==> src/rtl/seq_serializer_pkg.sv <==
// Shared definitions for the bit serializer.
// Holds the FSM state encodings and the width of the state field. The top
// level and the bus interface both import this package.
package seq_serializer_pkg;

    localparam int STATE_W = 2;

    typedef logic [STATE_W-1:0] state_t;

    // Encodings 2'b10 and 2'b11 are unused; the FSM steers them back to IDLE.
    localparam logic [STATE_W-1:0] ST_IDLE  = 2'b00;
    localparam logic [STATE_W-1:0] ST_SHIFT = 2'b01;

endpackage

==> src/rtl/seq_bit_serializer_if.sv <==
// Bus bundle between the word producer / serial consumer and the serializer.
// Signals:
//   load_data    producer -> serializer  parallel word
//   load_valid   producer -> serializer  load_data is valid
//   load_ready   serializer -> producer  pending buffer can accept a word
//   shift_en     consumer -> serializer  advance the stream by one bit
//   serial_out   serializer -> consumer  current bit
//   serial_valid serializer -> consumer  serial_out holds a data bit
//   word_done    serializer -> consumer  last bit of a word consumed this cycle
//   state        serializer -> trace     FSM state
//   bit_idx      serializer -> trace     index of the bit being presented
// Modports: master = producer/consumer side, slave = serializer side.
interface seq_bit_serializer_if #(
    parameter int WIDTH = 8
);
    import seq_serializer_pkg::*;

    localparam int IDX_W = $clog2(WIDTH);

    logic [WIDTH-1:0]   load_data;
    logic               load_valid;
    logic               load_ready;
    logic               shift_en;
    logic               serial_out;
    logic               serial_valid;
    logic               word_done;
    logic [STATE_W-1:0] state;
    logic [IDX_W-1:0]   bit_idx;

    modport master (
        output load_data, load_valid, shift_en,
        input  load_ready, serial_out, serial_valid, word_done, state, bit_idx
    );

    modport slave (
        input  load_data, load_valid, shift_en,
        output load_ready, serial_out, serial_valid, word_done, state, bit_idx
    );

endinterface

==> src/rtl/seq_serializer_hold_buf.sv <==
// One-entry pending buffer in front of the serializer shift register.
// Ports:
//   clk, rst       clock and synchronous active-low reset
//   load_data_i    incoming parallel word
//   load_valid_i   incoming word valid
//   take_i         FSM moves the pending word into the shift register
//   pend_buf_o     buffered word
//   pend_full_o    buffer holds a word
//   load_ready_o   buffer can accept a word (registered, = !pend_full)
module seq_serializer_hold_buf #(
    parameter int WIDTH = 8
) (
    input  logic             clk,
    input  logic             rst,
    input  logic [WIDTH-1:0] load_data_i,
    input  logic             load_valid_i,
    input  logic             take_i,
    output logic [WIDTH-1:0] pend_buf_o,
    output logic             pend_full_o,
    output logic             load_ready_o
);

    logic [WIDTH-1:0] pend_buf_q;
    logic             pend_full_q;
    logic             pend_full_d;
    logic             accept;

    // Ready comes straight from the register, so a same-cycle take does not
    // open the buffer early; accept and take can therefore never coincide.
    assign accept = load_valid_i && !pend_full_q;

    always_comb begin
        pend_full_d = pend_full_q;
        if (accept) begin
            pend_full_d = 1'b1;
        end else if (take_i) begin
            pend_full_d = 1'b0;
        end
    end

    always_ff @(posedge clk) begin
        if (!rst) begin
            pend_full_q <= 1'b0;
        end else begin
            pend_full_q <= pend_full_d;
        end
    end

    // Data path needs no reset: pend_full_q qualifies its contents.
    always_ff @(posedge clk) begin
        if (accept) begin
            pend_buf_q <= load_data_i;
        end
    end

    assign pend_buf_o   = pend_buf_q;
    assign pend_full_o  = pend_full_q;
    assign load_ready_o = !pend_full_q;

endmodule

==> src/rtl/seq_bit_serializer.sv <==
// Parallel-in / serial-out stage feeding the Moore sequence detector.
// Words arrive over a valid/ready handshake into a one-entry pending buffer
// and are shifted out one bit per shift_en cycle, back-to-back with no gap.
// Ports:
//   clk   clock, all state changes on posedge
//   rst   synchronous active-low reset
//   bus   seq_bit_serializer_if slave modport (handshake, serial stream, trace)
// Parameters:
//   WIDTH      bits per word (>= 2)
//   MSB_FIRST  1: bit WIDTH-1 leaves first, 0: bit 0 leaves first
module seq_bit_serializer
    import seq_serializer_pkg::*;
#(
    parameter int WIDTH     = 8,
    parameter int MSB_FIRST = 1
) (
    input  logic                  clk,
    input  logic                  rst,
    seq_bit_serializer_if.slave   bus
);

    localparam int                IDX_W    = $clog2(WIDTH);
    localparam logic [IDX_W-1:0]  LAST_IDX = IDX_W'(WIDTH - 1);

    logic [STATE_W-1:0] state_q, state_d;
    logic [WIDTH-1:0]   shift_q, shift_d;
    logic [IDX_W-1:0]   idx_q, idx_d;
    logic [WIDTH-1:0]   pend_buf;
    logic               pend_full;
    logic               take;
    logic               done;

    seq_serializer_hold_buf #(
        .WIDTH(WIDTH)
    ) u_hold_buf (
        .clk          (clk),
        .rst          (rst),
        .load_data_i  (bus.load_data),
        .load_valid_i (bus.load_valid),
        .take_i       (take),
        .pend_buf_o   (pend_buf),
        .pend_full_o  (pend_full),
        .load_ready_o (bus.load_ready)
    );

    always_comb begin
        state_d = state_q;
        shift_d = shift_q;
        idx_d   = idx_q;
        take    = 1'b0;
        done    = 1'b0;
        case (state_q)
            ST_IDLE: begin
                if (pend_full) begin
                    shift_d = pend_buf;
                    idx_d   = '0;
                    take    = 1'b1;
                    state_d = ST_SHIFT;
                end
            end
            ST_SHIFT: begin
                if (bus.shift_en) begin
                    if (idx_q == LAST_IDX) begin
                        done = 1'b1;
                        // Reload straight from the buffer so consecutive
                        // words stream without an idle bubble.
                        if (pend_full) begin
                            shift_d = pend_buf;
                            idx_d   = '0;
                            take    = 1'b1;
                        end else begin
                            state_d = ST_IDLE;
                        end
                    end else begin
                        // Vacated positions fill with zero.
                        shift_d = (MSB_FIRST != 0) ? {shift_q[WIDTH-2:0], 1'b0}
                                                   : {1'b0, shift_q[WIDTH-1:1]};
                        idx_d   = idx_q + IDX_W'(1);
                    end
                end
            end
            default: begin
                state_d = ST_IDLE;
            end
        endcase
    end

    always_ff @(posedge clk) begin
        if (!rst) begin
            state_q <= ST_IDLE;
            shift_q <= '0;
            idx_q   <= '0;
        end else begin
            state_q <= state_d;
            shift_q <= shift_d;
            idx_q   <= idx_d;
        end
    end

    assign bus.serial_valid = (state_q == ST_SHIFT);
    assign bus.serial_out   = bus.serial_valid &&
                              ((MSB_FIRST != 0) ? shift_q[WIDTH-1] : shift_q[0]);
    assign bus.word_done    = done;
    assign bus.state        = state_q;
    assign bus.bit_idx      = idx_q;

endmodule

==> src/flat_wrapper.sv <==
// flat-port wrapper written by rule: the top's interface ports become plain ports
module seq_bit_serializer_flat import seq_serializer_pkg::*;
#(
    parameter int WIDTH     = 8,
    parameter int MSB_FIRST = 1
)
  (clk, rst, bus_load_data, bus_load_valid, bus_shift_en, bus_load_ready, bus_serial_out, bus_serial_valid, bus_word_done, bus_state, bus_bit_idx);
  seq_bit_serializer_if #(.WIDTH(WIDTH)) bus_i ();
  input  logic clk;
  input  logic rst;
  input wire logic [$bits(bus_i.load_data)-1:0] bus_load_data;
  input wire logic [$bits(bus_i.load_valid)-1:0] bus_load_valid;
  input wire logic [$bits(bus_i.shift_en)-1:0] bus_shift_en;
  output wire logic [$bits(bus_i.load_ready)-1:0] bus_load_ready;
  output wire logic [$bits(bus_i.serial_out)-1:0] bus_serial_out;
  output wire logic [$bits(bus_i.serial_valid)-1:0] bus_serial_valid;
  output wire logic [$bits(bus_i.word_done)-1:0] bus_word_done;
  output wire logic [$bits(bus_i.state)-1:0] bus_state;
  output wire logic [$bits(bus_i.bit_idx)-1:0] bus_bit_idx;
  assign bus_i.load_data = bus_load_data;
  assign bus_i.load_valid = bus_load_valid;
  assign bus_i.shift_en = bus_shift_en;
  assign bus_load_ready = bus_i.load_ready;
  assign bus_serial_out = bus_i.serial_out;
  assign bus_serial_valid = bus_i.serial_valid;
  assign bus_word_done = bus_i.word_done;
  assign bus_state = bus_i.state;
  assign bus_bit_idx = bus_i.bit_idx;
  seq_bit_serializer #(.WIDTH(WIDTH), .MSB_FIRST(MSB_FIRST)) u_core (.clk(clk), .rst(rst), .bus(bus_i));
endmodule
==> config.mk <==
export PLATFORM = sky130hd
export DESIGN_NAME = seq_bit_serializer_flat
export DESIGN_NICKNAME = d
export VERILOG_FILES = /design/src/rtl/seq_serializer_pkg.sv /design/src/rtl/seq_bit_serializer_if.sv /design/src/rtl/seq_serializer_hold_buf.sv /design/src/rtl/seq_bit_serializer.sv /design/src/flat_wrapper.sv
export SDC_FILE = /design/constraint.sdc
export NUM_CORES = 1
export LEC_CHECK = 0
export BUFFER_PORTS_ARGS = -buffer_cell sky130_fd_sc_hd__buf_2
export CORE_ASPECT_RATIO = 1.25
export CORE_UTILIZATION = 40
export DETAILED_ROUTE_END_ITERATION = 16
export HOLD_SLACK_MARGIN = 0.12
export SYNTH_ARGS = -nofsm -noshare
export SYNTH_HDL_FRONTEND = slang
export SYNTH_SLANG_ARGS = --single-unit
==> constraint.sdc <==
create_clock -name clk -period 1.5 [get_ports clk]
set_input_delay 0.075 -clock clk [delete_from_list [all_inputs] [get_ports clk]]
set_output_delay 0.075 -clock clk [all_outputs]
set_load 0.01 [all_outputs]
== Yosys cells after proc, flatten, opt, wreduce, memory -nomap -nowiden ==
Cells that the tools add are included.
Operators by class
  multiplexer cells: 22
  reductions and logical operators: 8
  equality and inequality tests: 6
  add/sub/neg operators: 1
Operator list (count)
  $mux W8: 3
  $pmux W8 S2: 1
  $mux W3: 3
  $mux W1: 8
  $mux W2: 4
  $ne A2 B2 Y1 const B: 4
  $pmux W3 S2: 1
  $pmux W2 S2: 1
  $reduce_and A4 Y1: 1
  $reduce_bool A2 Y1: 2
  $add A3 B1 Y3 const B: 1
  $eq A3 B3 Y1 const B: 1
  $eq A2 B1 Y1 const B: 1
  $logic_and A1 B1 Y1: 2
  $logic_not A2 Y1: 1
  $pmux W1 S2: 1
  $reduce_and A2 Y1: 1
  $logic_not A1 Y1: 1
Word-level totals
  bits of input ports: 12
  output and inout port bits: 9
  register bits after elaboration: 22
  word-level logic and storage cells: 42

== Logic depth before layout (Yosys ltp) ==
Gate-level depths: netlist (run 1).
  depth after elaboration: 6
  depth in mapped cells: 6
  mapped depth without buffers: 5

== Hierarchy ==
Synthesis (run 1) repeated with hierarchy kept, for this count alone.
Unflattened totals
  cell total of the unflattened synthesis: 81
  area total of the unflattened synthesis: 970.9 um^2
By module, submodules not included
  seq_bit_serializer: area each 686.9 um^2, sequential area each 240.2 um^2, instances 1, cells an instance 68
  seq_serializer_hold_buf: area each 284.0 um^2, sequential area each 260.2 um^2, instances 1, cells an instance 13

== Worst setup path after synthesis (run 1) ==
OpenSTA, ideal clock, no wires.
  path type: register to register
  start: register u_core.idx_q[0], in the netlist u_core.bus.bit_idx[0]
  end: register u_core.idx_q[0], in the netlist u_core.bus.bit_idx[0]
  data arrival time: 1.433 ns
  stages on the path, launching flop included: 6
  required time: 1.380 ns
  clock period less this slack: 1.553 ns
  slack: -0.053 ns
  buffers on the path: 0
  setup time: 0.120 ns
  path through: dfxtp_1 -> ha_1 -> ha_1 -> nand2b_1 -> and3_1 -> o31a_1
Between the ends
  word-level cells in the longest chain between the ends: 4
  elaborated cells between the ends (all ways): 6
  those cells by class: add/sub (1); eq/ne (1); mux (4)
RTL lines
  start, declared: RTL line seq_bit_serializer.sv:27  | logic [IDX_W-1:0] idx_q, idx_d;
  start signal, assigned: RTL line seq_bit_serializer.sv:96  | idx_q <= idx_d;
  $add A3 B1 Y3, or another cell as far along: RTL line seq_bit_serializer.sv:78  | idx_d = idx_q + IDX_W'(1);
  $mux W3: RTL line seq_bit_serializer.sv:63  | if (idx_q == LAST_IDX) begin
  $mux W3: RTL line seq_bit_serializer.sv:62  | if (bus.shift_en) begin
  $pmux W3 S2 *: RTL line seq_bit_serializer.sv:52  | case (state_q)
Mark *: on every way between the ends. The rest lies on a longest branch, timed or not. The select of a mux whose other input is x is not followed.
A chain may end at the register's enable or synchronous reset.

== Worst setup path after layout (run 1) ==
Ends and elaborated chain as after synthesis.

==> metrics, run 1 <==
DRT iter0 DRCs 15; largest net degree at the start of global routing 13; Clk Latency, worst-skew pair 0.32 ns; Slew Limit Fails 0; crit-path cells ha_2 > ha_4 > nand2b_4 > and3_1 > o31a_1; mean routed wirelength per cell between 10 and 15 um; Area Overhead vs Synth 36.1%; Worst setup EP type register; Layout Cells excl Fill approximately 140; outcome finished clean; diode count 0; Starting Density roughly 44%; Root Driver clkbuf_4; Crit Reg-Reg Startpoint u_core.bus.bit_idx[0]$_SDFFE_PN0P_; detailed placement HPWL 1220 um; Max Clock Skew 0.00364 ns; H-tree Lvls 1; LEAKAGE between 0.5 and 0.6 nW; Inserted Clock Buffers 3; Routed WL between 1500 and 2000 um; combinational share of power 15.0%; share of post-route cells with drive strength above 1 37.7%; Clock Path Buffers 2; Final Hold Slack 0.241 ns; number of global-route vias before repair between 600 and 700; max incr delay on CP 0.34 ns; Seq cells post-synth 21; RSZ-0062 raised after global routing no; drt first pass iters 4; switching share of power 25.5%; # port buffers 19; startpoint of the worst hold path bus_load_valid; HP Class input pin to register; Pint a little over 0.8 mW; setup violators final 0; R2R cell count 5; die area roughly 2500 um^2; Post-route DRC 0; Via density between 4 and 5; Tcrit/Tclk final between 90% and 100%; worst slack at placement about 0.017 ns; GRT overflow 0; initial antenna violation count 0; RR Endpoint u_core.bus.bit_idx[0]$_SDFFE_PN0P_; Detail Route Antenna Nets 0; routability cong. 0.844; Overall Power between 1 and 1.5 mW; syn_nets 90; GRT Resource Usage Total between 15 and 20%; worst reg-to-reg setup slack between 0.06 and 0.07 ns; Synth Instances between 70 and 80; Placed Cells 130; global-route wire length before repair 2910 um; Clock Power Share around 26%; Sinks on Clock Net 21; CP Class register to register; Netlist cell types 29; critical path arrival 1.65 ns; TritonCTS clock tree yes; peak supply drop between 0.4 and 0.5 mV; die height about 55 um; routed via count 700; FP Rows 18; min Tclk post-route ~1.4 ns; total I/O pin count 21; final instance area approximately 1200 um^2; startpoint types register; Reg clk slew, reported paths 0.12 ns; crit path max fanout 4; slowest CP cell dfxtp_2; average size of a mapped cell around 12 um^2; post-route setup slack ~0.070 ns; Psw 0.283 mW; Warnings, synthesis 0; Min-Delay Path Depth 3; WHS Endpoint u_core.u_hold_buf.pend_buf_o[6]$_DFFE_PP_; TNS Setup 0 ns; Seq pwr share roughly three fifths; placed cell area around 1100 um^2; Synth Cell Area 911 um^2; max_cap viols 0; post-layout util 60.5%; number of nets in the layout 130; Die W approximately 45 um; Final Hold Fails 0; Max Clk Rate about 700 MHz; register area share after synthesis between 50% and 60%; Core Footprint roughly 2000 um^2; Data required, critical path 1.72 ns; power per cell area 897 nW/um^2
## state kept, by name (all words and copies together) (netlist names)
signal                         cells
u_core.bus.state                   1
u_core.u_hold_buf.pend_buf_o       8
u_core.shift_q                     8
u_core.u_hold_buf.pend_full_o      1
u_core.bus.bit_idx                 3
## cell type report
type                            instances  area [um^2]
Clock inverter                          1         5.00
Fill cell                             177          810
Sequential cell                        21          502
Tap cell                               30         37.5
Inverter                                3         11.3
Timing Repair Buffer                   39          270
Multi-Input combinational cell         47          392
Clock buffer                            3         22.5
## cells in the mapped netlist (all sizes together)
master	instances	share of area [%]
a21boi	1	0.82
o221a	7	8.7
o31a	1	0.96
inv	3	1.2
or2b	1	0.82
a21oi	6	4.5
nor2	3	1.2
edfxtp	8	26
and3b	1	1.1
nor2b	1	0.69
buf	3	2.9
ha	3	4.1
dfxtp	13	29
o21a	7	5.8
conb	1	0.41
and3	2	1.5
nand3	2	1.1
nand2	1	0.41
and2b	1	0.96
nand3b	1	0.82
a211oi	1	1.4
a22oi	2	1.6
clkbuf	1	0.41
and2	2	1.5
nand2b	3	2.1
## logic make-up (layout without fill, tap and decap cells)
group                      Yosys count  in the layout  synth area share [%]
and+or+nand+nor                     18             18                  12.2
buffers and inverters                7             46                  4.53
adders and majority gates            3              3                  4.12
DFF                                 21             21                  54.9
AOI/OAI and AO/OA                   25             25                  23.8
other                                1              1                 0.412
## worst max-delay path by stage
stage / from / to / slack, ns
global placement: u_core.bus.bit_idx[0]$_SDFFE_PN0P_ / u_core.bus.bit_idx[0]$_SDFFE_PN0P_ / 0.05
floorplan: u_core.bus.bit_idx[0]$_SDFFE_PN0P_ / u_core.bus.bit_idx[0]$_SDFFE_PN0P_ / 0.004
CTS: u_core.bus.bit_idx[0]$_SDFFE_PN0P_ / u_core.bus.bit_idx[0]$_SDFFE_PN0P_ / 0.03
finish: u_core.bus.bit_idx[0]$_SDFFE_PN0P_ / u_core.bus.bit_idx[0]$_SDFFE_PN0P_ / 0.07
global route: u_core.bus.bit_idx[1]$_SDFFE_PN0P_ / u_core.shift_q[7]$_SDFFE_PN0P_ / 0.005
detailed placement: u_core.bus.bit_idx[0]$_SDFFE_PN0P_ / u_core.bus.bit_idx[0]$_SDFFE_PN0P_ / 0.02
## power by group through the flow
stage | combinational [mW] | clock, mW | sequential, mW
final | 0.167 | 0.287 | 0.659
after global routing | 0.183 | 0.319 | 0.664
after CTS | 0.167 | 0.280 | 0.658
after detailed placement | 0.147 | 0 | 0.671
after global placement | 0.144 | 0 | 0.671
after floorplan | 0.0939 | 0 | 0.669
## layer usage
| metal | track usage, % | part of all wire, % | vias to the layer above |
|---|---|---|---|
| li1 | - | - | 357 |
| met1 | 21.4 | 49 | 324 |
| met2 | 23.9 | 46 | 14 |
| met3 | 1.96 | 2.5 | 5 |
| met4 | 7.79 | 2.5 | 0 |
| met5 | 0 | 0 | - |
## layout by cell type, fill, tap and decap left out, types with 2 or more instances in the layout
cell type / Yosys / layout
clkbuf_4: 0 / 3
dfxtp_1: 13 / 12
nand2b_1: 3 / 2
edfxtp_1: 8 / 8
inv_1: 3 / 3
a21oi_1: 5 / 5
nand3_1: 2 / 2
o221a_1: 7 / 7
o21a_1: 7 / 7
a22oi_1: 2 / 2
buf_2: 0 / 19
buf_4: 2 / 10
dlygate4sd3_1: 0 / 10
nor2_1: 3 / 3
## critical path: cells and delay by family, from the launching register on
family | cells | cell delay [ns]
DFF | 1 | 0.34
and+or+nand+nor | 2 | 0.33
AOI/OAI and AO/OA | 1 | 0.28
adders and majority gates | 2 | 0.37
## what timing repair did
action                                  in CTS  in global routing
buffers inserted                             0                  0
endpoints found under the hold margin       10                  0
hold buffers                                10                  0
endpoints found under the setup margin       1                 10
gates resized for setup                      1                  3
Power figures use the tool's default switching activity.
==> run 2, diff against run 1 <==
SYNTH_HIERARCHICAL = 1   (was not set)
==> metrics, run 2 <==
Via density 5.10 (was 4.86); commonest non-fill, non-tap cell in the layout buf_2 (unchanged); mean routed wirelength per cell 12.7 um (was 12.4 um); GRT Resource Usage Total 15.2% (was 15.7%); routability cong. 0.751 (was 0.844); routed via count 730 (was 700); Reg clk slew, reported paths 0.11 ns (was 0.12 ns); Detail Route Antenna Nets 0 (unchanged); Commonest cells post-synth dfxtp_1, o21a_1, edfxtp_1 (was dfxtp_1, edfxtp_1, o21a_1, o221a_1, a21oi_1); Starting Density 43.4% (was 44.4%); Async SR Flop Fraction 0% (unchanged); Worst setup EP type register (unchanged); slowest CP cell dfxtp_2 (unchanged); min Tclk post-route 1.44 ns (was 1.43 ns); TNS Setup 0 ns (unchanged); main flop type after synthesis dfxtp_1 (unchanged); total I/O pin count 21 (unchanged); detailed placement HPWL 1240 um (was 1220 um); crit-path cells ha_2 > ha_2 > a21bo_2 > nand2_2 > o221a_2 (was ha_2 > ha_4 > nand2b_4 > and3_1 > o31a_1); Crit Reg-Reg Startpoint u_core/bus.bit_idx[1]$_SDFFE_PN0P_ (was u_core.bus.bit_idx[0]$_SDFFE_PN0P_); LEAKAGE 0.515 nW (was 0.520 nW); cell taking the most area after synthesis dfxtp_1 (unchanged); number of nets in the layout 128 (was 130); HP Class input pin to register (unchanged); FP Rows 19 (was 18); DRT iter0 DRCs 23 (was 15); most common cell in the netlist dfxtp_1 (unchanged); Tcrit/Tclk final 96.3% (was 95.3%); critical path arrival 1.65 ns (about the same); CP dominant cell by count ha_2; startpoint types register (unchanged); Area Overhead vs Synth 28.0% (was 36.1%); initial antenna violation count 0 (unchanged); top post-synthesis cells by area dfxtp_1, edfxtp_1, o221a_2 (was dfxtp_1, edfxtp_1, o221a_1); Final Hold Fails 0 (unchanged); RSZ-0062 raised after global routing no (unchanged); TritonCTS clock tree yes (unchanged); diode count 0 (unchanged); Max Clock Skew 0.00235 ns (was 0.00364 ns); Root Driver clkbuf_4 (unchanged); Data required, critical path 1.70 ns (was 1.72 ns); Inserted Clock Buffers 3 (unchanged); syn_nets 96 (was 90); crit path max fanout 7 (was 4); Final Hold Slack 0.247 ns (was 0.241 ns); # port buffers 19 (unchanged); register area 502 um^2 (unchanged); global-route wire length before repair 2900 um (was 2910 um); number of global-route vias before repair 720 (was 649); setup bufs post-CTS 0 (unchanged); CP Class register to register (unchanged); H-tree Lvls 1 (unchanged); die area 2630 um^2 (was 2470 um^2); Post-synth EDFFs 8 (unchanged); outcome finished clean (unchanged); Netlist cell types 31 (was 29); GRT overflow 0 (unchanged); register area share after synthesis 51.5% (was 54.9%); Post-route DRC 0 (unchanged); Clk Latency, worst-skew pair 0.30 ns (was 0.32 ns); multi-input logic area 450 um^2 (was 392 um^2); power per cell area 902 nW/um^2 (was 897 nW/um^2); largest net degree at the start of global routing 14 (was 13); Die W 46.1 um (was 44.7 um); most frequent cells in the layout buf_2, dfxtp_1, dlygate4sd3_1, o21a_1, edfxtp_1 (was buf_2, dfxtp_1, dlygate4sd3_1, buf_4, edfxtp_1); max incr delay on CP 0.36 ns (was 0.34 ns); Sinks on Clock Net 21 (unchanged); Synth top area share 26.8% (was 28.6%); share of post-route cells with drive strength above 1 38.4% (was 37.7%); Seq cells post-synth 21 (unchanged); drt first pass iters 4 (unchanged); Clock Path Buffers 2 (unchanged); max_cap viols 0 (unchanged); Slew Limit Fails 0 (unchanged); peak supply drop 0.665 mV (was 0.445 mV); Synth Instances 81 (was 75); Top Family by Delay on Critical Path compound AO/OA/AOI/OAI gates (was adder cells); Synth Cell Area 971 um^2 (was 911 um^2); Core Footprint 2230 um^2 (was 2050 um^2); setup violators final 0 (unchanged); die height 57.1 um (was 55.4 um); Routed WL 1820 um (was 1790 um); average size of a mapped cell 12.0 um^2 (was 12.1 um^2); CP startpoint u_core/bus.bit_idx[1]$_SDFFE_PN0P_ (was u_core.bus.bit_idx[0]$_SDFFE_PN0P_); fill count 202 (was 177); Max Clk Rate 693 MHz (was 699 MHz); crit path buf inv count 0 (unchanged); startpoint of the worst hold path bus_shift_en (was bus_load_valid); Warnings, synthesis 6 (was 0)
[run 2: final timing paths]
check                                                       to  slack [ns]  cells past startpoint
worst max-delay path            u_core/shift_q[5]$_SDFFE_PN0P_        0.06                      5
worst min-delay path            u_core/shift_q[0]$_SDFFE_PN0P_        0.25                      4
worst max register to register  u_core/shift_q[5]$_SDFFE_PN0P_        0.06                      5
worst min register to register  u_core/shift_q[0]$_SDFFE_PN0P_        0.47                      2
[run 2: kinds of logic after synthesis]
kind of cell | synth area share, %
fa+ha+maj | 3.87
buf+inv | 4.64
simple gates | 15.3
other cells | 0.386
flops | 51.5
compound gates | 24.2
[run 2: metrics by stage]
step / std cells / total power, mW / area [um^2] / utilization, % / worst slack (ns)
finish: 143 / 1.12 / 1240 / 55.6 / 0.0561
CTS: 143 / 1.12 / 1220 / 54.5 / 0.0101
global placement: 129 / 0.835 / 1090 / 48.8 / 0.0424
floorplan: 81 / 0.791 / 971 / - / 0.0593
detailed placement: 129 / 0.838 / 1090 / 48.8 / 0.0165
global route: 143 / 1.16 / 1240 / 55.6 / 0.00135
[run 2: where the power goes]
group | internal (mW) | switching, mW
Clock | 0.104 | 0.168
Combinational | 0.0989 | 0.0814
Sequential | 0.638 | 0.0302
Total | 0.841 | 0.280
[run 2: area by class of cell]
cell class	count	area share, %
Sequential cell	21	40.4
Multi-Input combinational cell	53	36.3
Timing Repair Buffer	32	17.5
Tap cell	31	3.12
Clock buffer	4	2.11
Inverter	2	0.604
[run 2: repair_timing]
item,CTS,global route
endpoints found under the hold margin,12,0
gates cloned,0,0
resized for setup,1,5
pin swaps,1,1
endpoints found under the setup margin,5,8
hold buffers,10,0
[run 2: worst reg2reg max path: stages (launching register included)]
cell and delay, ns:
dfxtp_2 0.36, ha_2 0.21, ha_2 0.22, a21bo_2 0.15, nand2_2 0.11, o221a_2 0.30
[run 2: layer usage]
metal  track usage [%]  vias up  share of wire (%)
li1                  -      359                  -
met1              16.8      332                 41
met2              27.6       33                 52
met3              1.90        6                5.4
met4              6.72        0                1.6
met5                 0        -                  0
